**config.mk**
```make
export PLATFORM = sky130hd
export DESIGN_NAME = mpt2042_mchnl_dataprc
export DESIGN_NICKNAME = d
export VERILOG_FILES = /design/src/rtl/mpt2042_mchnl_dataprc.sv
export SDC_FILE = /design/constraint.sdc
export NUM_CORES = 1
export LEC_CHECK = 0
export BUFFER_PORTS_ARGS = -buffer_cell sky130_fd_sc_hd__buf_2
export CORE_ASPECT_RATIO = 1.75
export CORE_MARGIN = 2
export CORE_UTILIZATION = 39
export DETAILED_ROUTE_END_ITERATION = 7
export SLEW_MARGIN = 40
export SYNTH_ARGS = -nofsm -noshare
export SYNTH_HDL_FRONTEND = slang
export SYNTH_SLANG_ARGS = --single-unit
```
**constraint.sdc**
```tcl
create_clock -name i_clk_100m -period 4.3 [get_ports i_clk_100m]
set_clock_uncertainty 0.1 [all_clocks]
set_input_delay 0.86 -clock i_clk_100m [delete_from_list [all_inputs] [get_ports i_clk_100m]]
set_output_delay 0.86 -clock i_clk_100m [all_outputs]
set_load 0.03 [all_outputs]
```
**src/rtl/mpt2042_mchnl_dataprc.sv**
```systemverilog
// mpt2042_mchnl_dataprc
//   Multi-channel TDC frame decoder. Pulls 10-bit symbols from the LVDS
//   8b10b decode FIFO, parses one frame per laser shot and reports the
//   first rise/fall timestamp per channel together with frame status.
//
// Ports
//   i_clk_100m, i_rst           clock, synchronous active-high reset
//   i_cdctdc_ready              TDC configured; gates IDLE -> READY
//   i_tdc_strdy                 async measurement-start strobe (abort)
//   i_laser_sync                one-clock laser fire pulse
//   i_chnl_en[CHNL_NUM]         per-channel capture enable
//   i_lvdsfifo_empty/_ren/_rdata symbol FIFO, rdata valid one clock after ren
//   o_data_valid                one-clock result strobe per shot
//   o_rise_data/o_fall_data     packed timestamps, channel 0 in LSBs
//   o_edge_vld                  [c]=rise seen, [CHNL_NUM+c]=fall seen
//   o_status                    {meas_fail, err_marker, timeout}

// Per-channel first-edge capture. Holds all-ones until the first hit of
// each polarity; later hits of the same polarity are ignored.
module mpt2042_chnl_cap #(
  parameter int DATA_W = 16
) (
  input  logic              i_clk_100m,
  input  logic              i_rst,
  input  logic              clr,
  input  logic              hit,
  input  logic              is_rise,
  input  logic [DATA_W-1:0] tstamp,
  output logic [DATA_W-1:0] rise_ts,
  output logic [DATA_W-1:0] fall_ts,
  output logic              rise_vld,
  output logic              fall_vld
);
  always_ff @(posedge i_clk_100m) begin
    if (i_rst || clr) begin
      rise_ts  <= '1;
      fall_ts  <= '1;
      rise_vld <= 1'b0;
      fall_vld <= 1'b0;
    end else if (hit) begin
      if (is_rise && !rise_vld) begin
        rise_ts  <= tstamp;
        rise_vld <= 1'b1;
      end
      if (!is_rise && !fall_vld) begin
        fall_ts  <= tstamp;
        fall_vld <= 1'b1;
      end
    end
  end
endmodule

module mpt2042_mchnl_dataprc #(
  parameter int CHNL_NUM       = 4,
  parameter int DATA_W         = 16,
  parameter int DELAY_CLKNUM   = 5,
  parameter int TIMEOUT_CLKNUM = 4000,
  parameter int CNT_W          = 16
) (
  input  logic                       i_clk_100m,
  input  logic                       i_rst,
  input  logic                       i_cdctdc_ready,
  input  logic                       i_tdc_strdy,
  input  logic                       i_laser_sync,
  input  logic [CHNL_NUM-1:0]        i_chnl_en,
  input  logic                       i_lvdsfifo_empty,
  output logic                       o_lvdsfifo_ren,
  input  logic [9:0]                 i_lvdsfifo_rdata,
  output logic                       o_data_valid,
  output logic [CHNL_NUM*DATA_W-1:0] o_rise_data,
  output logic [CHNL_NUM*DATA_W-1:0] o_fall_data,
  output logic [2*CHNL_NUM-1:0]      o_edge_vld,
  output logic [2:0]                 o_status
);
  localparam logic [9:0] SYM_SEP = 10'h29C;
  localparam logic [9:0] SYM_ERR = 10'h3FF;

  typedef enum logic [2:0] {S_IDLE, S_READY, S_DELAY, S_COLLECT, S_OUTPUT} state_t;
  state_t state, nxt_state;

  logic [CNT_W-1:0] cnt;
  logic             ren_d1;
  logic [1:0]       byte_cnt;   // 3 = record complete, extra bytes ignored
  logic [15:0]      rec_hi;     // first two bytes of the current record
  logic [2:0]       strdy_sync; // [1:0] synchroniser, [2] edge history
  logic             err_f, tmo_f, fail_f;

  logic             sym_vld, is_ctrl, sym_sep, sym_err, sym_end;
  logic             strdy_rise, abort, tmo_hit, rec_done;
  logic [23:0]      rec;
  logic [CHNL_NUM-1:0]             hit;
  logic [CHNL_NUM-1:0][DATA_W-1:0] rise_ts, fall_ts;
  logic [CHNL_NUM-1:0]             rise_v, fall_v;

  assign sym_vld    = ren_d1 && (state == S_COLLECT);
  assign is_ctrl    = i_lvdsfifo_rdata[9];
  assign sym_sep    = sym_vld && (i_lvdsfifo_rdata == SYM_SEP);
  assign sym_err    = sym_vld && (i_lvdsfifo_rdata == SYM_ERR);
  assign sym_end    = sym_vld && is_ctrl && !sym_sep && !sym_err;
  assign strdy_rise = strdy_sync[1] && !strdy_sync[2];
  assign abort      = strdy_rise && (state == S_DELAY || state == S_COLLECT);
  assign tmo_hit    = (state == S_COLLECT) && (cnt == CNT_W'(TIMEOUT_CLKNUM - 1));
  assign rec_done   = sym_vld && !is_ctrl && (byte_cnt == 2'd2);
  assign rec        = {rec_hi, i_lvdsfifo_rdata[7:0]};

  logic unused_ok;
  assign unused_ok = ^{i_lvdsfifo_rdata[8], rec[21], rec[18:16]};

  always_comb begin
    nxt_state = state;
    unique case (state)
      S_IDLE:    if (i_cdctdc_ready) nxt_state = S_READY;
      S_READY:   if (!i_cdctdc_ready)  nxt_state = S_IDLE;
                 else if (i_laser_sync) nxt_state = S_DELAY;
      S_DELAY:   if (abort) nxt_state = S_OUTPUT;
                 else if (cnt == CNT_W'(DELAY_CLKNUM - 1)) nxt_state = S_COLLECT;
      S_COLLECT: if (abort || sym_end || tmo_hit) nxt_state = S_OUTPUT;
      S_OUTPUT:  nxt_state = i_cdctdc_ready ? S_READY : S_IDLE;
      default:   nxt_state = S_IDLE;
    endcase
  end

  // No read in the last cycle of READY/COLLECT: that symbol would land in a
  // state that does not parse it and be lost.
  assign o_lvdsfifo_ren = !i_lvdsfifo_empty && (nxt_state == state) &&
                          (state == S_READY || state == S_COLLECT);

  always_comb begin
    hit = '0;
    for (int c = 0; c < CHNL_NUM; c++)
      hit[c] = rec_done && rec[20] && i_chnl_en[c] && (rec[23:22] == 2'(c));
  end

  for (genvar c = 0; c < CHNL_NUM; c++) begin : g_ch
    mpt2042_chnl_cap #(.DATA_W(DATA_W)) u_cap (
      .i_clk_100m (i_clk_100m),
      .i_rst      (i_rst),
      .clr        (state == S_READY),
      .hit        (hit[c]),
      .is_rise    (rec[19]),
      .tstamp     (DATA_W'(rec[15:0])),
      .rise_ts    (rise_ts[c]),
      .fall_ts    (fall_ts[c]),
      .rise_vld   (rise_v[c]),
      .fall_vld   (fall_v[c])
    );
  end

  always_ff @(posedge i_clk_100m) begin
    if (i_rst) begin
      state        <= S_IDLE;
      cnt          <= '0;
      ren_d1       <= 1'b0;
      byte_cnt     <= 2'd0;
      rec_hi       <= '0;
      strdy_sync   <= '0;
      err_f        <= 1'b0;
      tmo_f        <= 1'b0;
      fail_f       <= 1'b0;
      o_data_valid <= 1'b0;
      o_rise_data  <= '0;
      o_fall_data  <= '0;
      o_edge_vld   <= '0;
      o_status     <= '0;
    end else begin
      state      <= nxt_state;
      ren_d1     <= o_lvdsfifo_ren;
      strdy_sync <= {strdy_sync[1:0], i_tdc_strdy};

      if (state != nxt_state) cnt <= '0;
      else if (state == S_DELAY || state == S_COLLECT) cnt <= cnt + 1'b1;

      if (state != S_COLLECT) byte_cnt <= 2'd0;
      else if (sym_sep) byte_cnt <= 2'd0;
      else if (sym_vld && !is_ctrl && byte_cnt != 2'd3) begin
        byte_cnt <= byte_cnt + 2'd1;
        rec_hi   <= {rec_hi[7:0], i_lvdsfifo_rdata[7:0]};
      end

      if (state == S_IDLE || state == S_READY) begin
        err_f  <= 1'b0;
        tmo_f  <= 1'b0;
        fail_f <= 1'b0;
      end else begin
        if (sym_err) err_f  <= 1'b1;
        if (abort)   fail_f <= 1'b1;
        if (tmo_hit && !sym_end && !abort) tmo_f <= 1'b1;
      end

      o_data_valid <= (state == S_OUTPUT);
      if (state == S_OUTPUT) begin
        o_rise_data <= rise_ts;
        o_fall_data <= fall_ts;
        o_edge_vld  <= {fall_v, rise_v};
        o_status    <= {fail_f, err_f, tmo_f};
      end
    end
  end
endmodule

```
# After elaboration in Yosys (flattened, before gate mapping)
# Index checks and enable logic that the tools add are counted.
# classes
n_bitwise,2
eq_ne,16
n_reduce_logical,69
addsub,2
mux,8
# op_table
op,count
$logic_and A1 B1 Y1,33
$eq A10 B10 Y1 const B,2
$mux W3,6
$add A16 B1 Y16 const B,1
$eq A16 B12 Y1 const B,1
$eq A16 B3 Y1 const B,1
$logic_not A1 Y1,16
$reduce_and A2 Y1,8
$pmux W3 S5,1
$eq A2 B2 Y1 const B,3
$eq A3 B2 Y1 const B,2
$logic_or A1 B1 Y1,6
$reduce_or A2 Y1,2
$eq A3 B1 Y1 const B,1
$eq A3 B3 Y1,1
$eq A3 B3 Y1 const B,1
$logic_not A3 Y1,1
$ne A3 B2 Y1 const B,1
$ne A3 B3 Y1,1
$reduce_and A3 Y1,1
$reduce_or A3 Y1,1
$add A2 B1 Y2 const B,1
$eq A2 B1 Y1 const B,1
$logic_not A2 Y1,1
3 further kinds,4
# totals
reg_bits,320
input_bits,20

# Depth between registers and ports, before layout
# logic_depth
word_depth,13
depth_mapped,10
mapped_depth_nobuf,7

# By module
# Synthesis repeated with hierarchy kept, for this count alone.
# unflattened
hier_cells,1377
area_unflattened_um2,12218.0
# modules_own_cells
mod,cells_each,instances,area_per_inst_um2,seq_area_each_um2
mpt2042_mchnl_dataprc,821,1,6707.7,3603.5
mpt2042_chnl_cap,139,4,1377.6,680.7

# Least setup slack after synthesis
# OpenSTA, ideal clock, no wires.
# synth_timing
path_type,input -> output
startpoint,input i_lvdsfifo_rdata[1]
endpoint,output o_lvdsfifo_ren
cell_stages,5
required_ns,3.340
path_buffers,1
arrival_time_ns,2.859
setup_slack_ns,0.481
path_cell_list,clkbuf_1 > nor4_1 > mux2i_1 > o21bai_1 > nor4b_1
# synth_via
elab_chain_len,12
# synth_lines
item,line,text
from (decl),68,"input logic [9:0] i_lvdsfifo_rdata,"
$eq A10 B10 Y1,97,assign sym_sep = sym_vld && (i_lvdsfifo_rdata == SYM_SEP);
$logic_and A1 B1 Y1,97,
$logic_not A1 Y1,99,assign sym_end = sym_vld && is_ctrl && !sym_sep && !sym_err;
$logic_and A1 B1 Y1,99,
$logic_and A1 B1 Y1 (*),99,
$logic_or A1 B1 Y1 (*) (2 in series),117,S_COLLECT: if (abort || sym_end || tmo_hit) nxt_state = S_OUTPUT;
$mux W3 (*),117,
$pmux W3 S5 (*),111,unique case (state)
$eq A3 B3 Y1 (*),125,assign o_lvdsfifo_ren = !i_lvdsfifo_empty && (nxt_state == state) &&
$logic_and A1 B1 Y1 (*) (2 in series),125,
to (decl),67,"output logic o_lvdsfifo_ren,"
# Mark *: on every way between the ends. The rest lies on a longest branch, timed or not.

# Final worst setup path
# layout_timing
startpoint,register state[1]
endpoint,output o_lvdsfifo_ren
# layout_via
elab_chain_len,13
# layout_lines
item,line,text
from (decl),79,"state_t state, nxt_state;"
from (signal assigned),166,state <= nxt_state;
$eq A3 B2 Y1,n/a,
$logic_and A1 B1 Y1,95,assign sym_vld = ren_d1 && (state == S_COLLECT);
$logic_and A1 B1 Y1,97,
$logic_not A1 Y1,99,
$logic_and A1 B1 Y1 (2 in series),99,
$logic_or A1 B1 Y1 (2 in series),117,
$mux W3,117,
$pmux W3 S5,111,
$eq A3 B3 Y1,125,
$logic_and A1 B1 Y1,125,
$logic_and A1 B1 Y1 (*),125,
# Marks and branches as above.

==> results.py <==
metrics = {
    "critical_path": {
        "crit_fanout": 12,
        "slowest_delay_ns": 0.68,
        "crit_path_end_kind": "output pin",
        "cp_slowest_cell": "nor4_1",
        "crit_family": "simple AND/OR/NAND/NOR gates",
        "critPathArrivalTime_ns": 2.59,
        "r2r_end": "g_ch[2].u_cap.fall_ts[0]",
        "r2r_cells": 5,
        "rr_startpoint": "state[0]",
        "r2r_slack_ns": 1.42,
        "startpoint_type": "register",
        "worstPathRequired_ns": 3.34,
        "cp_num_buf_inv": 1,
        "critical_path_class": "reg -> out",
        "path_cells": "nand4b_1 -> nor4_1 -> a21oi_1 -> nand2_1 -> nor4b_1 -> buf_2",
    },
    "global_route": {
        "grt_pass1_wl_um": 49700,
        "overflow": 0,
        "antenna_found_initial": 1,
        "grt_use_total": 0.205,
        "grt_pass1_vias": 8927,
        "grt_max_degree": 116,
    },
    "clock_tree": {
        "cts_tree": "yes",
        "cts_max_path_buffers": 3,
        "htreeDepth": 1,
        "clock_sinks": 316,
        "cts-root-buf": "clkbuf_16",
        "postCtsSetupBuffers": 0,
        "cts_resized": 0,
        "clk_pin_slew_ns": 0.06,
        "hold_buffers": 0,
        "clk_latency_ns": 0.56,
        "cts_buffers": 28,
    },
    "finish": {
        "final_nets": 1540,
        "diodes": 0,
        "nFillCells": 3001,
        "stdcell_count": 1920,
        "mostFrequentLayoutCell": "nand2_1",
        "drive_gt1_frac": 0.158,
        "syn2layout_area_growth_pct": 18.3,
        "layout_common_cells": "539 x nand2_1, 316 x dfxtp_1, 161 x a21oi_1",
    },
    "synth": {
        "synth_edf_count": 0,
        "ys_seq_area_frac": 0.553,
        "syn_avg_cell_area_um2": 8.05,
        "ys.flop_type": "dfxtp_1",
        "syn_nets": 1446,
        "ys_types": 50,
        "synth_area_mm2": 0.0114,
        "async_reset_ff_frac": 0,
        "synth_warnings": 0,
        "ys_seq_elements": 316,
        "synthCells": 1422,
    },
    "detailed_routing": {
        "drt_wl_total_um": 32500,
        "drc": 0,
        "ant_nets": 0,
        "wl_per_cell_um": 16.9,
        "drt_iter0_drc": 683,
        "vias_per_cell": 5.03,
        "dr_total_vias": 9653,
        "dr.pass1.iters": 5,
    },
    "die": {
        "core_area_mm2": 0.0291,
        "die_y_um": 231,
        "start_util": 0.394,
        "dieWidth_um": 133,
        "fp-row-count": 83,
        "dieArea_mm2": 0.0308,
        "io_pins": 161,
    },
    "sta": {
        "period_share": 0.826,
        "rsz0062_at_grt": "no",
        "period_needed_ns": 3.55,
        "max_freq_mhz": 282,
        "maxSlewHeadroom": 0.411,
        "hold_viol_final": 0,
        "timing.setup.tns_ns": 0,
        "slew_viol_final": 0,
        "final-setup-viol-count": 0,
        "worst_pin_slew_ns": 0.882,
    },
    "power": {
        "intPower_uw": 4640,
        "power_switching_uw": 1260,
        "p_sw_frac": 0.213,
        "p_seq_frac": 0.498,
        "p_per_area_mw_per_mm2": 436,
        "power_frac_clock": 0.478,
        "ir_drop_mv": 0.350,
        "total_power_uw": 5900,
        "leakagePower_uw": 0.00578,
        "p_comb_frac": 0.024,
    },
    "placement": {
        "hpwl_um": 20900,
        "globalplace.congestion": 0.843,
        "port_buffers": 160,
        "place_inst": 1867,
    },
    "worst_hold_path": {
        "hold_end": "strdy_sync[1]",
        "min_path_type": "reg -> reg",
        "hold-path-cell-count": 1,
        "min-delay-start": "strdy_sync[0]",
    },
    "job": {
        "drv_cap": 0,
    },
    "run_status": {
        "status": "finished, final reports clean",
    },
}
[Yosys cell counts (5+ instances only)]
library cell | instances | area share
a21oi_1 | 161 | 0.070
buf_2 | 15 | 0.0066
clkbuf_1 | 88 | 0.029
dfxtp_1 | 316 | 0.55
inv_1 | 7 | 0.0023
mux2i_1 | 24 | 0.021
nand2_1 | 540 | 0.18
nand3_1 | 106 | 0.046
nand3b_1 | 5 | 0.0033
nand4_1 | 7 | 0.0038
nor2_1 | 54 | 0.018
nor2b_1 | 6 | 0.0033
o211ai_1 | 6 | 0.0039
or3_1 | 6 | 0.0033
xnor2_1 | 10 | 0.0077
xor2_1 | 6 | 0.0046
[logic make-up (layout without fill, tap and decap cells)]
kind of cell               count (synthesis)  after routing  share of synthesized area
muxes                                     24             24                     0.0210
and+or+nand+nor                          761            761                      0.281
AOI/OAI and AO/OA                        184            184                     0.0866
buffers and inverters                    117            233                     0.0420
adders and majority gates                  4              4                    0.00437
xor gates and xnor gates                  16             16                     0.0122
DFF                                      316            316                      0.553
[area by class of cell]
cell class	instances	area, um2	share of cell area
flip-flops and latches	316	6330	0.467
multi-input cells	989	4680	0.346
repair buffers	173	963	0.0712
clock buffers	34	795	0.0587
well taps	382	478	0.0353
clock inverters	18	258	0.0190
inverters	8	30.0	0.00222
[power groups by stage]
stage	clock [uW]	combinational [uW]	sequential, uW
2_1_floorplan	0	83.2	3010
3_3_place_gp	0	141	3000
3_5_place_dp	0	143	3000
4_1_cts	2870	144	2940
5_1_grt	2980	154	2940
6_report	2820	143	2940
[metal layers]
metal	up-vias	track usage	routed length [um]
met4	2	0.0685	921
li1	4803	-	-
met5	-	0	16
met1	4510	0.253	13200
met2	290	0.365	16500
met3	48	0.0279	1850
[per-stage QoR]
step                      hold slack (ns)   util  setup slack, ns  instance area [um2]
after floorplan                     0.314      -            0.481                11400
after global placement              0.329  0.428            0.807                12400
after detailed placement            0.336  0.428            0.784                12500
after CTS                           0.352  0.465            0.776                13500
after global routing                0.366  0.465            0.618                13500
final                               0.342  0.465            0.748                13500
[state kept, by name, summed over array words and instances (netlist names), 2 cells and up]
register,cells
g_ch.u_cap.fall_ts,64
g_ch.u_cap.rise_ts,64
o_fall_data,64
o_rise_data,64
cnt,16
rec_hi,12
o_edge_vld,8
g_ch.u_cap.fall_vld,4
g_ch.u_cap.rise_vld,4
o_status,3
state,3
strdy_sync,3
byte_cnt,2
[how the worst max path moves through the flow]
stage | startpoint | to | slack, ns | cells after the start
after floorplan | i_lvdsfifo_rdata[1] | o_lvdsfifo_ren | 0.48 | 5
after CTS | i_lvdsfifo_rdata[3] | o_lvdsfifo_ren | 0.78 | 5
after global routing | state[1] | o_lvdsfifo_ren | 0.62 | 6
after global placement | i_lvdsfifo_rdata[3] | o_lvdsfifo_ren | 0.81 | 5
final | state[1] | o_lvdsfifo_ren | 0.75 | 6
after detailed placement | i_lvdsfifo_rdata[3] | o_lvdsfifo_ren | 0.78 | 5
[worst reg2reg max path, cell delays in order (launching register included)]
cell and delay, ns:
dfxtp_1 0.64, nand4b_4 0.22, or4_1 0.75, or3_1 0.74, nand2_1 0.19, o211ai_2 0.10
No activity file was read; power rests on OpenSTA's default activity.
